$ cat src/rtl/draw_pkg.sv
// Shared geometry, colours and state encoding for the character draw scheduler.
// Lane origins are fixed; the walker and scheduler both read them from here.
package draw_pkg;

    localparam int CHAR_W = 9;
    localparam int CHAR_H = 5;

    localparam logic [6:0] CHAR_Y     = 7'd102;
    localparam logic [2:0] COLOR_CHAR = 3'b011;
    localparam logic [2:0] COLOR_BG   = 3'b000;

    localparam logic [7:0] LANE_X [0:3] = '{8'd6, 8'd24, 8'd78, 8'd132};

    typedef enum logic [2:0] {
        S_INIT,
        S_IDLE,
        S_ERASE,
        S_DRAW,
        S_EXT
    } state_t;

    function automatic logic [7:0] lane_x(input logic [1:0] lane);
        return LANE_X[lane];
    endfunction

endpackage

$ cat src/rtl/rect_walker.sv
// Emits the 9x5 character rectangle one pixel per cycle in row-major order.
// A start pulse coincident with the last pixel begins the next rectangle with no gap.
module rect_walker
    import draw_pkg::*;
(
    input  logic       i_clock,
    input  logic       i_reset,
    input  logic       i_start,
    input  logic [7:0] i_base_x,
    input  logic [6:0] i_base_y,
    output logic [7:0] o_x,
    output logic [6:0] o_y,
    output logic       o_valid,
    output logic       o_last
);

    localparam logic [3:0] LAST_COL = 4'(CHAR_W - 1);
    localparam logic [2:0] LAST_ROW = 3'(CHAR_H - 1);

    logic [7:0] r_x;
    logic [7:0] r_x0;
    logic [6:0] r_y;
    logic [3:0] r_col;
    logic [2:0] r_row;
    logic       r_valid;
    logic       w_last;

    assign w_last = r_valid && (r_col == LAST_COL) && (r_row == LAST_ROW);

    always_ff @(posedge i_clock) begin
        if (i_reset) begin
            r_x     <= 8'd0;
            r_x0    <= 8'd0;
            r_y     <= 7'd0;
            r_col   <= 4'd0;
            r_row   <= 3'd0;
            r_valid <= 1'b0;
        end else if (i_start) begin
            r_x     <= i_base_x;
            r_x0    <= i_base_x;
            r_y     <= i_base_y;
            r_col   <= 4'd0;
            r_row   <= 3'd0;
            r_valid <= 1'b1;
        end else if (r_valid) begin
            if (w_last) begin
                r_valid <= 1'b0;
            end else if (r_col == LAST_COL) begin
                r_col <= 4'd0;
                r_row <= r_row + 3'd1;
                r_x   <= r_x0;
                r_y   <= r_y + 7'd1;
            end else begin
                r_col <= r_col + 4'd1;
                r_x   <= r_x + 8'd1;
            end
        end
    end

    assign o_x     = r_x;
    assign o_y     = r_y;
    assign o_valid = r_valid;
    assign o_last  = w_last;

endmodule

$ cat src/rtl/char_draw_scheduler.sv
// Owns the VGA pixel port: draws/erases the character on lane moves and
// round-robins the port with one external drawer.
module char_draw_scheduler
    import draw_pkg::*;
(
    input  logic       i_clock,
    input  logic       i_reset,
    input  logic       i_pos_req,
    input  logic [1:0] i_new_pos,
    input  logic       i_ext_req,
    input  logic       i_ext_done,
    input  logic [7:0] i_ext_x,
    input  logic [6:0] i_ext_y,
    input  logic [2:0] i_ext_color,
    input  logic       i_ext_plot,
    output logic       o_ext_grant,
    output logic [7:0] o_x_out,
    output logic [6:0] o_y_out,
    output logic [2:0] o_color,
    output logic       o_plot,
    output logic [1:0] o_cur_pos,
    output logic       o_busy,
    output logic       o_move_done
);

    state_t     r_state;
    state_t     w_state_nxt;

    logic       r_pending;
    logic [1:0] r_target;
    logic [1:0] r_move_tgt;
    logic [1:0] r_cur_pos;
    logic       r_last_ext;
    logic       r_done_pend;
    logic       r_move_done;
    logic       r_busy;
    logic       r_grant;
    logic [7:0] r_x;
    logic [6:0] r_y;
    logic [2:0] r_color;
    logic       r_plot;

    logic [7:0] w_walk_x;
    logic [6:0] w_walk_y;
    logic       w_walk_valid;
    logic       w_walk_last;
    logic       w_walk_start;
    logic [7:0] w_base_x;
    logic       w_take_move;
    logic       w_done_set;

    rect_walker u_walker (
        .i_clock  (i_clock),
        .i_reset  (i_reset),
        .i_start  (w_walk_start),
        .i_base_x (w_base_x),
        .i_base_y (CHAR_Y),
        .o_x      (w_walk_x),
        .o_y      (w_walk_y),
        .o_valid  (w_walk_valid),
        .o_last   (w_walk_last)
    );

    // The walker start in IDLE erases the current lane; in ERASE it chains the draw.
    always_comb begin
        w_base_x = lane_x(2'd0);
        case (r_state)
            S_IDLE:  w_base_x = lane_x(r_cur_pos);
            S_ERASE: w_base_x = lane_x(r_move_tgt);
            default: w_base_x = lane_x(2'd0);
        endcase
    end

    always_comb begin
        w_state_nxt  = r_state;
        w_walk_start = 1'b0;
        w_take_move  = 1'b0;
        w_done_set   = 1'b0;
        case (r_state)
            S_INIT: begin
                w_walk_start = !w_walk_valid;
                if (w_walk_last) w_state_nxt = S_IDLE;
            end
            S_IDLE: begin
                // Nothing starts while CurPos is still being updated from the last move.
                if (!r_done_pend) begin
                    if (r_pending && (!i_ext_req || r_last_ext)) begin
                        w_take_move = 1'b1;
                        if (r_target == r_cur_pos) begin
                            w_done_set = 1'b1;
                        end else begin
                            w_state_nxt  = S_ERASE;
                            w_walk_start = 1'b1;
                        end
                    end else if (i_ext_req) begin
                        w_state_nxt = S_EXT;
                    end
                end
            end
            S_ERASE: begin
                if (w_walk_last) begin
                    w_state_nxt  = S_DRAW;
                    w_walk_start = 1'b1;
                end
            end
            S_DRAW: begin
                if (w_walk_last) begin
                    w_state_nxt = S_IDLE;
                    w_done_set  = 1'b1;
                end
            end
            S_EXT: begin
                if (i_ext_done) w_state_nxt = S_IDLE;
            end
            default: w_state_nxt = S_IDLE;
        endcase
    end

    always_ff @(posedge i_clock) begin
        if (i_reset) begin
            r_state     <= S_INIT;
            r_pending   <= 1'b0;
            r_target    <= 2'd0;
            r_move_tgt  <= 2'd0;
            r_cur_pos   <= 2'd0;
            r_last_ext  <= 1'b1;
            r_done_pend <= 1'b0;
            r_move_done <= 1'b0;
            r_busy      <= 1'b0;
            r_grant     <= 1'b0;
        end else begin
            r_state <= w_state_nxt;
            if (i_pos_req) begin
                r_pending <= 1'b1;
                r_target  <= i_new_pos;
            end else if (w_take_move) begin
                r_pending <= 1'b0;
            end
            if (w_take_move) begin
                r_move_tgt <= r_target;
                r_last_ext <= 1'b0;
            end else if (r_state == S_IDLE && w_state_nxt == S_EXT) begin
                r_last_ext <= 1'b1;
            end
            r_done_pend <= w_done_set;
            r_move_done <= r_done_pend;
            if (r_done_pend) r_cur_pos <= r_move_tgt;
            r_busy  <= (w_state_nxt != S_IDLE) || w_done_set;
            r_grant <= (w_state_nxt == S_EXT);
        end
    end

    // Pixel port register: external copy during EXT, otherwise the walker.
    always_ff @(posedge i_clock) begin
        if (i_reset) begin
            r_x     <= 8'd0;
            r_y     <= 7'd0;
            r_color <= 3'd0;
            r_plot  <= 1'b0;
        end else if (r_state == S_EXT) begin
            r_x     <= i_ext_x;
            r_y     <= i_ext_y;
            r_color <= i_ext_color;
            r_plot  <= i_ext_plot;
        end else begin
            r_plot <= w_walk_valid;
            if (w_walk_valid) begin
                r_x     <= w_walk_x;
                r_y     <= w_walk_y;
                r_color <= (r_state == S_ERASE) ? COLOR_BG : COLOR_CHAR;
            end
        end
    end

    assign o_ext_grant = r_grant;
    assign o_x_out     = r_x;
    assign o_y_out     = r_y;
    assign o_color     = r_color;
    assign o_plot      = r_plot;
    assign o_cur_pos   = r_cur_pos;
    assign o_busy      = r_busy;
    assign o_move_done = r_move_done;

endmodule

$ cat config.mk
export PLATFORM = sky130hd
export DESIGN_NAME = char_draw_scheduler
export DESIGN_NICKNAME = d
export VERILOG_FILES = /design/src/rtl/draw_pkg.sv /design/src/rtl/rect_walker.sv /design/src/rtl/char_draw_scheduler.sv
export SDC_FILE = /design/constraint.sdc
export NUM_CORES = 1
export LEC_CHECK = 0
export CELL_PAD_IN_SITES_DETAIL_PLACEMENT = 1
export CELL_PAD_IN_SITES_GLOBAL_PLACEMENT = 1
export CORE_MARGIN = 5
export CORE_UTILIZATION = 41
export DETAILED_ROUTE_END_ITERATION = 8
export PLACE_DENSITY = 0.89
export SLEW_MARGIN = 15
export SYNTH_ARGS = -nofsm -noshare
export SYNTH_HDL_FRONTEND = slang
export SYNTH_HIERARCHICAL = 1
export SYNTH_SLANG_ARGS = --single-unit
$ cat constraint.sdc
create_clock -name i_clock -period 3.27 [get_ports i_clock]
set_clock_uncertainty 0.1 [all_clocks]
set_input_delay 0.327 -clock i_clock [delete_from_list [all_inputs] [get_ports i_clock]]
set_output_delay 0.327 -clock i_clock [all_outputs]
set_load 0.1 [all_outputs]
======== Word level (Yosys, flattened, before mapping) ========
Cells that the tools add are included.
storage, ports and cells
  register bits after elaboration ......... 65
  input port bits ......................... 26
  output and inout port bits .............. 24
  logic and storage cells ................. 111
cells by class
  add/subtract/negate cells ............... 4
  $lt $le $gt $ge ......................... 2
  eq/ne operators ......................... 10
  muxes and demuxes ....................... 51
  bitwise operators ....................... 3
  reductions and logical operators ........ 20
operators with widths
  kind                                                              count
  8-bit 2-to-1 mux                                                  10
  7-bit 2-to-1 mux                                                  6
  8-bit binary-select mux with 2-bit select                         2
  3-bit 2-to-1 mux                                                  9
  1-bit 2-to-1 mux                                                  18
  8-bit case mux with 2 select lines                                1
  3-bit case mux with 4 select lines                                1
  2-bit nonzero test                                                5
  3-bit == test (second input constant)                             3
  8-bit by 1-bit adder with 8-bit output (second input constant)    1
  7-bit by 1-bit adder with 7-bit output (second input constant)    1
  3-bit by 2-bit == test with 1-bit output (second input constant)  2
  3-bit >= comparator (second input constant)                       2
  2-bit NOT with 3-bit output                                       2
  3-bit AND reduction                                               2
  4-bit by 1-bit adder with 4-bit output (second input constant)    1
  4-bit == test (second input constant)                             1
  1-bit logical AND                                                 4
  4-bit 2-to-1 mux                                                  1
  2-bit AND reduction                                               2
  2-bit OR reduction                                                2
  3-bit by 1-bit adder with 3-bit output (second input constant)    1
  3-bit by 1-bit == test with 1-bit output (second input constant)  1
  3-bit zero test                                                   1
  9 further kinds                                                   11

======== Logic depth before layout (Yosys ltp) ========
Gate-level depths: netlist of run 1.
  word-level depth ........................ 10
  gate-level depth with buffers ........... 15
  depth with buffers taken out ............ 12

======== Hierarchy ========
Netlist of run 1, hierarchy kept.
by module, submodules not included
  module               times used  cells an instance  area an instance (sq um)  sequential area each (sq um)
  char_draw_scheduler  1           185                1740.4                    680.7
  rect_walker          1           195                1659.1                    620.6

======== Worst setup path before layout of run 1 ========
Ideal clock, no wire load.
  kind .................................... reg-to-reg
  start point ............................. register u_walker.r_col[0]
  end point ............................... register u_walker.r_x[6] (netlist: u_walker/o_x[6])
  setup time .............................. 0.117 ns
  arrival ................................. 2.417 ns
  data required time ...................... 3.053 ns
  setup slack ............................. 0.635 ns
  stages on the path, launching flop included .. 15
  buffers on the path ..................... 3
  period minus slack after synthesis ...... 2.635 ns
  cells stage by stage .................... dfxtp_1 inv_1 ha_1 and3b_1 buf_6 buf_6 nand3_1 nor2_1 nand2_1 o21a_1 o31ai_1 inv_1 clkbuf_1 o21a_1 a32o_1
on the way
  word-level cells in the longest chain between the ends .. 7
  elaborated cells between the ends (all ways) .. 12
  classes of those cells .................. eq/ne: 2; mux: 6; reduce/logical: 4
ends and longest elaborated chain
  element                                                                                                  line                        RTL
  start: declaration                                                                                       rect_walker.sv:23           logic [3:0] r_col;
  start signal: assignment                                                                                 rect_walker.sv:54           r_col <= r_col + 4'd1;
  4-bit == test *                                                                                          rect_walker.sv:28           assign w_last = r_valid && (r_col == LAST_COL) && (r_row == LAST_ROW);
  1-bit logical AND * (2 in series)                                                                        rect_walker.sv:28
  net w_walk_last                                                                                          char_draw_scheduler.sv:46   logic w_walk_last;
  1-bit 2-to-1 mux *                                                                                       char_draw_scheduler.sv:101  if (w_walk_last) begin
  1-bit case mux with 3 select lines *                                                                     char_draw_scheduler.sv:79   case (r_state)
  net w_walk_start                                                                                         char_draw_scheduler.sv:47   logic w_walk_start;
  2-bit by 1-bit inequality test with 1-bit output (no source line) or 2-bit nonzero test (tied branches)  n/a
  2-bit AND reduction (no source line)                                                                     n/a
  end signal: assignment                                                                                   rect_walker.sv:39           r_x <= i_base_x;
  end signal: assignment                                                                                   rect_walker.sv:51           r_x <= r_x0;
  end signal: assignment                                                                                   rect_walker.sv:55           r_x <= r_x + 8'd1;
  end: declaration                                                                                         rect_walker.sv:20           logic [7:0] r_x;
Mark *: on every way through the listed nets, which the timed path passes. The rest lies on a longest branch. The select of a mux whose other input is x is not followed.
A chain may end at the register's enable or synchronous reset.

======== Final worst setup path of run 1 ========
  start point ............................. register u_walker.r_col[0]
  end point ............................... register u_walker.r_y[1] (netlist: u_walker/o_y[1])
on the way
  word-level cells in the longest chain between the ends .. 7
  elaborated cells between the ends (all ways) .. 10
  classes of those cells .................. eq/ne: 2; mux: 3; reduce/logical: 5
ends and longest elaborated chain
  element                                                                                                  line                        RTL
  4-bit == test *                                                                                          rect_walker.sv:28
  1-bit logical AND * (2 in series)                                                                        rect_walker.sv:28
  net w_walk_last                                                                                          char_draw_scheduler.sv:46
  1-bit 2-to-1 mux *                                                                                       char_draw_scheduler.sv:101
  1-bit case mux with 3 select lines *                                                                     char_draw_scheduler.sv:79
  net w_walk_start                                                                                         char_draw_scheduler.sv:47
  2-bit by 1-bit inequality test with 1-bit output (no source line) or 2-bit nonzero test (tied branches)  n/a
  3-bit AND reduction (no source line)                                                                     n/a
  end signal: assignment                                                                                   rect_walker.sv:41           r_y <= i_base_y;
  end signal: assignment                                                                                   rect_walker.sv:52           r_y <= r_y + 7'd1;
  end: declaration                                                                                         rect_walker.sv:22           logic [6:0] r_y;
Mark *: on every way through the listed nets, which the timed path passes. The rest lies on a longest branch.

==> impl_results.md, run 1 <==
- Final period utilization: 0.871
- Slew headroom: 0.337
- R2R cell count: 11
- Grt ovf: 0
- Post-CTS Setup Bufs: 0
- Post-synthesis sequential area ratio: 0.383
- Router iterations before antenna repair: 4
- Core area: 8130 sq um
- Syn-to-layout area delta: 21.2%
- Synth area leaders: dfxtp_1, mux2i_1, ha_1, a211oi_1, nor2_1
- Hold Crit Class: input port to register
- Clock Pin Slew Worst Setup and Hold Paths: 70 ps
- Via/cell ratio: 5.58
- DRC: 0
- Critical Path AT: 2970 ps
- LEAKAGE: 0.00152 uW
- Pwr Density: 434 nW/um^2
- Post-CTS Resized: 0
- CTS H-tree depth: 3
- Worst setup path endpoint: u_walker/o_y[1]
- WL per Instance: 17.8 um
- First-pass GRT wire length: 16000 um
- Port buffer count: 49
- Worst Hold Launch: i_reset
- Clock latency on the worst-skew pair: 340 ps
- Worst-Margin Slew: 991 ps
- Avg Inst Size Synth: 8.95 sq um
- Pin count of the biggest net entering global routing: 54
- Routed WL: 9550 um
- Row count: 33
- Commonest cells in the netlist: dfxtp_1, nor2_1, nand2_1
- Reg2Reg Launch Point: u_walker/r_col[0]
- Yosys cell types: 58
- Post-synth top flop: dfxtp_1
- TNS Setup: 0 ps
- Nature of the critical path startpoint: register
- Post-DP HPWL: 6920 um
- Die footprint: 10200 sq um
- Number of global-route vias before repair: 3185
- Fin crit period: 2850 ps
- Worst reg2reg endpoint: u_walker/o_y[1]
- Worst Setup SP: u_walker/r_col[0]
- Total Routing Usage GR: 0.198
- CTS Root Cell: clkbuf_8
- Max FO, Critical Path: 18
- Routability congestion estimate: 0.813
- Synthesized flop and latch total: 65
- Worst EP required: 3390 ps
- Hold Buf Count CTS: 0
- Status: complete, no violations
- Fill count: 964
- # clock sinks: 65
- Synth async-reset ratio: 0
- Max Clk Rate: 351 MHz
- Fraction of layout cells with a size suffix above 1: 0.0907
- Area leader, netlist: dfxtp_1
- Initial Utilization: 0.418
- Flop2flop setup slack: 420 ps
- Initial drt markers: 140
- MaxCap Viol Count: 0
- Power, Total: 1790 uW
- Clk buf depth: 2
- Clock buffer count from CTS: 9
- # setup viols final: 0
- Multi-input gate area: 1920 sq um
- Die height: 101 um
- CTS tree: yes
- Synthesized instance count: 380
- Synth top area share: 0.383
- Vias after detailed routing: 2984
- Final Max Tran Viols: 0
- EDFF count, synth: 0
- Critical path type: register to register
- Post-route ant nets: 0
- # IOs: 50
- N_diodes: 0
- Peak VDD IR: 249 uV
- CP Capture Type: register
- Initial antenna violation count: 0
- Cell with the most instances after synthesis: dfxtp_1
- Register area: 1300 sq um
- DIE WIDTH: 101 um
- Layout Nets: 469
- Cell Area, Synth: 3400 sq um
- Final hold violations: 0
- RSZ-0062 raised after global routing: no
- Yosys warning count: 6
[cell families (layout without fill, tap and decap cells)]
kind of cell,after synthesis,in the layout,synth area share
compound gates,92,92,0.198
other cells,2,9,0.00221
buf+inv,40,83,0.0589
xor+xnor,12,12,0.0309
fa+ha+maj,16,16,0.0589
simple gates,127,127,0.190
flops,65,65,0.383
mux,26,26,0.0777
[how the worst min path moves through the flow]
| stage | end | cells after the start |
|---|---|---|
| detailed placement | u_walker/r_x0[5] | 2 |
| CTS | u_walker/r_x0[4] | 2 |
| floorplan | u_walker/r_x0[0] | 2 |
| global placement | u_walker/r_x0[3] | 2 |
| finish | u_walker/r_x0[2] | 2 |
| global route | u_walker/r_x0[4] | 2 |
[sequential cells by signal, indices dropped and copies added (netlist names), 4 cells and up]
register	count
u_walker/r_col	4
u_walker/o_x	8
u_walker/r_x0	8
u_walker/o_y	7
o_y_out	7
o_x_out	8
[per-layer routing]
layer | global-route usage | share of wire
met1 | 0.238 | 0.44
met2 | 0.350 | 0.51
met3 | 0.0457 | 0.034
met4 | 0.0562 | 0.019
met5 | 0 | 0
[power by group]
part / switching, uW / internal [uW] / leakage [uW]
clock network: 295 / 363 / 0.0000913
registers: 31.9 / 823 / 0.000531
logic: 176 / 98.4 / 0.000902
total: 503 / 1290 / 0.00152
[cell usage in the layout, fill, tap and decap left out, types with 5 or more instances in the layout]
master,n
a211oi_1,24
a21oi_1,21
buf_4,8
clkbuf_8,10
clkdlybuf4s50_1,46
conb_1,9
dfxtp_1,65
ha_1,16
inv_1,14
mux2i_1,23
nand2_1,34
nand2b_1,5
nand3_1,12
nand4_1,9
nor2_1,42
o21ai_0,9
xnor2_1,5
xor2_1,7
[worst max-delay path: stages (launching register included)]
cell and delay, ps:
dfxtp_1 350, inv_1 70, ha_1 150, and3b_1 190, nand3_1 120, nor2_1 250, nand2_1 140, o21a_1 140
o31ai_1 340, inv_1 300, buf_4 290, a311oi_1 300
[area by class of cell]
type | instances | share of cell area
Multi-Input combinational cell | 282 | 0.467
Sequential cell | 65 | 0.316
Tap cell | 105 | 0.0319
Clock inverter | 3 | 0.0103
Clock buffer | 11 | 0.0343
Timing Repair Buffer | 55 | 0.128
Inverter | 14 | 0.0128
[metrics by stage]
step	cell area, sq um	hold slack, ps	setup slack [ps]	cells	util
floorplan	3430	336	635	387	-
global placement	3940	353	756	521	0.484
detailed placement	3940	359	514	521	0.484
CTS	4120	193	424	535	0.506
global route	4120	214	261	535	0.506
finish	4120	210	421	535	0.506
Power figures use the tool's default switching activity.
==> run 2: changes to the inputs <==
--- a/config.mk
+++ b/config.mk
@@ -10,9 +10,9 @@
 export CORE_MARGIN = 5
 export CORE_UTILIZATION = 41
 export DETAILED_ROUTE_END_ITERATION = 8
-export PLACE_DENSITY = 0.89
+export GPL_TIMING_DRIVEN = 0
+export PLACE_DENSITY = 0.9
 export SLEW_MARGIN = 15
 export SYNTH_ARGS = -nofsm -noshare
 export SYNTH_HDL_FRONTEND = slang
-export SYNTH_HIERARCHICAL = 1
 export SYNTH_SLANG_ARGS = --single-unit
==> run 2 against run 1 <==
Effect of this change:
- register-to-register slack gained 440 ps
- power grew 8.0%
- hold slack gained 170 ps
- sequential share of layout area shrank 0.90 points
- first-iteration DRC count grew 29%
- die area shrank 4.1%
- combinational power shrank 6%
- fmax grew 17%
- design area shrank 0.24%
- synthesized cell count shrank 5.5%
==> impl_results.md, run 2 <==
- Status: complete, no violations (unchanged)
- MaxCap Viol Count: 0 (unchanged)
- Fill count: 889 (was 964)
- Worst hold endpoint: u_walker.r_x0[1] (was u_walker/r_x0[2])
- Reg2Reg Launch Point: u_walker.r_col[0] (was u_walker/r_col[0])
- Layout Nets: 460 (was 469)
- Post-DP HPWL: 7200 um (was 6920 um)
- Final WS setup: 834 ps (was 421 ps)
- Fin crit period: 2440 ps (was 2850 ps)
- Clock buffer count from CTS: 9 (unchanged)
- CP Capture Type: primary output (was register)
- CTS H-tree depth: 3 (unchanged)
- CTS tree: yes (unchanged)
- Via/cell ratio: 5.74 (was 5.58)
- Initial drt markers: 181 (was 140)
- CP Buf/Inv Count: 1 (was 3)
- Worst Hold Launch: u_walker.r_x0[1] (was i_reset)
- Slew headroom: 0.333 (was 0.337)
- WL per Instance: 19.0 um (was 17.8 um)
- Max Clk Rate: 411 MHz (was 351 MHz)
- Mapped Nets: 400
- EDFF count, synth: 0 (unchanged)
- Worst EP required: 2840 ps (was 3390 ps)
- Slowest stage delay, CP: 1190 ps (was 350 ps)
- Number of global-route vias before repair: 3315 (was 3185)
- Post-CTS Resized: 0 (unchanged)
- Cell Area, Synth: 3240 sq um (was 3400 sq um)
- Port buffer count: 49 (unchanged)
- # setup viols final: 0 (unchanged)
- # IOs: 50 (unchanged)
- CTS Root Cell: clkbuf_8 (unchanged)
- Worst-path cell chain: clkdlybuf4s50_1 (was inv_1, ha_1, and3b_1, nand3_1, nor2_1, nand2_1, o21a_1, o31ai_1, inv_1, buf_4, a311oi_1)
- Area leader, netlist: dfxtp_1 (unchanged)
- TNS Setup: 0 ps (unchanged)
- Total Routing Usage GR: 0.210 (was 0.198)
- Synthesized instance count: 359 (was 380)
- Fraction of layout cells with a size suffix above 1: 0.104 (was 0.0907)
- Row count: 32 (was 33)
- Post-route cell area: 4110 sq um (was 4120 sq um)
- Placed instance area: 3860 sq um (was 3940 sq um)
- Synth area leaders: dfxtp_1, mux2i_1, ha_1, nor2_1, a211oi_1 (was dfxtp_1, mux2i_1, ha_1, a211oi_1, nor2_1)
- Final period utilization: 0.745 (was 0.871)
- LEAKAGE: 0.00154 uW (was 0.00152 uW)
- Flop2flop setup slack: 860 ps (was 420 ps)
- Router iterations before antenna repair: 4 (unchanged)
- Final hold violations: 0 (unchanged)
- Grt ovf: 0 (unchanged)
- Worst reg2reg endpoint: u_walker.o_x[7] (was u_walker/o_y[1])
- Synth async-reset ratio: 0 (unchanged)
- Yosys cell types: 56 (was 58)
- Synth top area share: 0.389 (was 0.383)
- DRC: 0 (unchanged)
- Core area: 7730 sq um (was 8130 sq um)
- Vias after detailed routing: 3019 (was 2984)
- Final Max Tran Viols: 0 (unchanged)
- Crit-path slowest cell: clkdlybuf4s50_1 (was dfxtp_1)
- Commonest cells in the netlist: dfxtp_1, nor2_1, nand2_1 (unchanged)
- Power, Total: 1930 uW (was 1790 uW)
- Hold Buf Count CTS: 0 (unchanged)
- Min-Delay Path Depth: 2 (unchanged)
- Avg Inst Size Synth: 9.04 sq um (was 8.95 sq um)
- Post-CTS Setup Bufs: 0 (unchanged)
- Worst slack at placement: 945 ps (was 514 ps)
- Initial Utilization: 0.420 (was 0.418)
- Critical path type: register to primary output (was register to register)
- Initial antenna violation count: 0 (unchanged)
- Die height: 99.0 um (was 101 um)
- Cell with the most instances after synthesis: dfxtp_1 (unchanged)
- Clk buf depth: 2 (unchanged)
- Most frequent cells in the layout: dfxtp_1, clkdlybuf4s50_1, nor2_1 (unchanged)
- DIE WIDTH: 99.0 um (was 101 um)
- # clock sinks: 63 (was 65)
- Syn-to-layout area delta: 26.6% (was 21.2%)
- Post-synth top flop: dfxtp_1 (unchanged)
- CP top delay family: buffers and inverters (was compound AO/OA/AOI/OAI gates)
- Nature of the critical path startpoint: register (unchanged)
- Post-synthesis sequential area ratio: 0.389 (was 0.383)
- Peak VDD IR: 242 uV (was 249 uV)
- Max FO, Critical Path: 7 (was 18)
- Synthesized flop and latch total: 63 (was 65)
- Post-route ant nets: 0 (unchanged)
- Clock latency on the worst-skew pair: 350 ps (was 340 ps)
- Most common cell after layout, fill and taps aside: dfxtp_1 (unchanged)
- R2R cell count: 6 (was 11)
- Routability congestion estimate: 0.891 (was 0.813)
- RSZ-0062 raised after global routing: no (unchanged)
- N_diodes: 0 (unchanged)
- Worst-Margin Slew: 998 ps (was 991 ps)
- Pin count of the biggest net entering global routing: 12 (was 54)
- First-pass GRT wire length: 16600 um (was 16000 um)
- Hold Crit Class: register to register (was input port to register)
- Yosys warning count: 0 (was 6)
- Routed WL: 10000 um (was 9550 um)
- Die footprint: 9790 sq um (was 10200 sq um)
- Pwr Density: 470 nW/um^2 (was 434 nW/um^2)
- Clock Pin Slew Worst Setup and Hold Paths: 70 ps (about the same)
- Critical Path AT: 2010 ps (was 2970 ps)
[run 2: changes by cell type in the layout (fill, tap and decap cells not counted), sizes merged, moves of 5 or more]
| cell | change |
|---|---|
| buf | +6 |
| a32oi | +6 |
| a2bb2oi | +5 |
| a211oi | -7 |
| conb | -9 |
| clkbuf | +8 |
[run 2: final cells by class]
class / count / area [sq um] / share of cell area
Multi-Input combinational cell: 261 / 1800 / 0.438
Sequential cell: 63 / 1260 / 0.307
Timing Repair Buffer: 49 / 490 / 0.119
Clock buffer: 11 / 141 / 0.0344
Buffer: 23 / 136 / 0.0332
Tap cell: 102 / 128 / 0.0311
Clock inverter: 5 / 105 / 0.0256
Inverter: 12 / 45.0 / 0.0110
[run 2: worst max path at each step]
stage	cells past startpoint	slack (ps)	start	to
global placement	4	980	i_reset	o_busy
global route	6	730	u_walker.r_col[0]	u_walker.o_x[7]
floorplan	6	1040	o_cur_pos[0]	u_walker.o_x[6]
finish	1	830	o_cur_pos[0]	o_cur_pos[0]
CTS	1	800	o_cur_pos[0]	o_cur_pos[0]
detailed placement	6	940	u_walker.r_col[0]	u_walker.o_x[7]
[run 2: metal layers]
layer	GRT usage	up-vias	wire length, um
li1	-	1410	-
met1	0.234	1510	4110
met2	0.386	81	5260
met3	0.0587	18	459
met4	0.0641	0	163
met5	0	-	0
[run 2: metrics by stage]
step | hold slack (ps) | util | std cells
6_report | 379 | 0.532 | 526
5_1_grt | 419 | 0.532 | 526
4_1_cts | 382 | 0.532 | 526
3_5_place_dp | 370 | 0.500 | 510
3_3_place_gp | 351 | 0.500 | 510
2_1_floorplan | 338 | - | 359
[run 2: kinds of logic after synthesis]
kind of cell | count (synthesis) | share of synthesized area
compound gates | 77 | 0.180
fa+ha+maj | 15 | 0.0578
buf+inv | 35 | 0.0559
flops | 63 | 0.389
simple gates | 133 | 0.208
xor+xnor | 9 | 0.0243
mux | 27 | 0.0852
[run 2: power breakdown]
| part | internal, uW | switching, uW | leakage [uW] |
|---|---|---|---|
| registers | 797 | 30.6 | 0.000515 |
| clock network | 527 | 318 | 0.000116 |
| logic | 98.4 | 160 | 0.000909 |
| total | 1420 | 509 | 0.00154 |
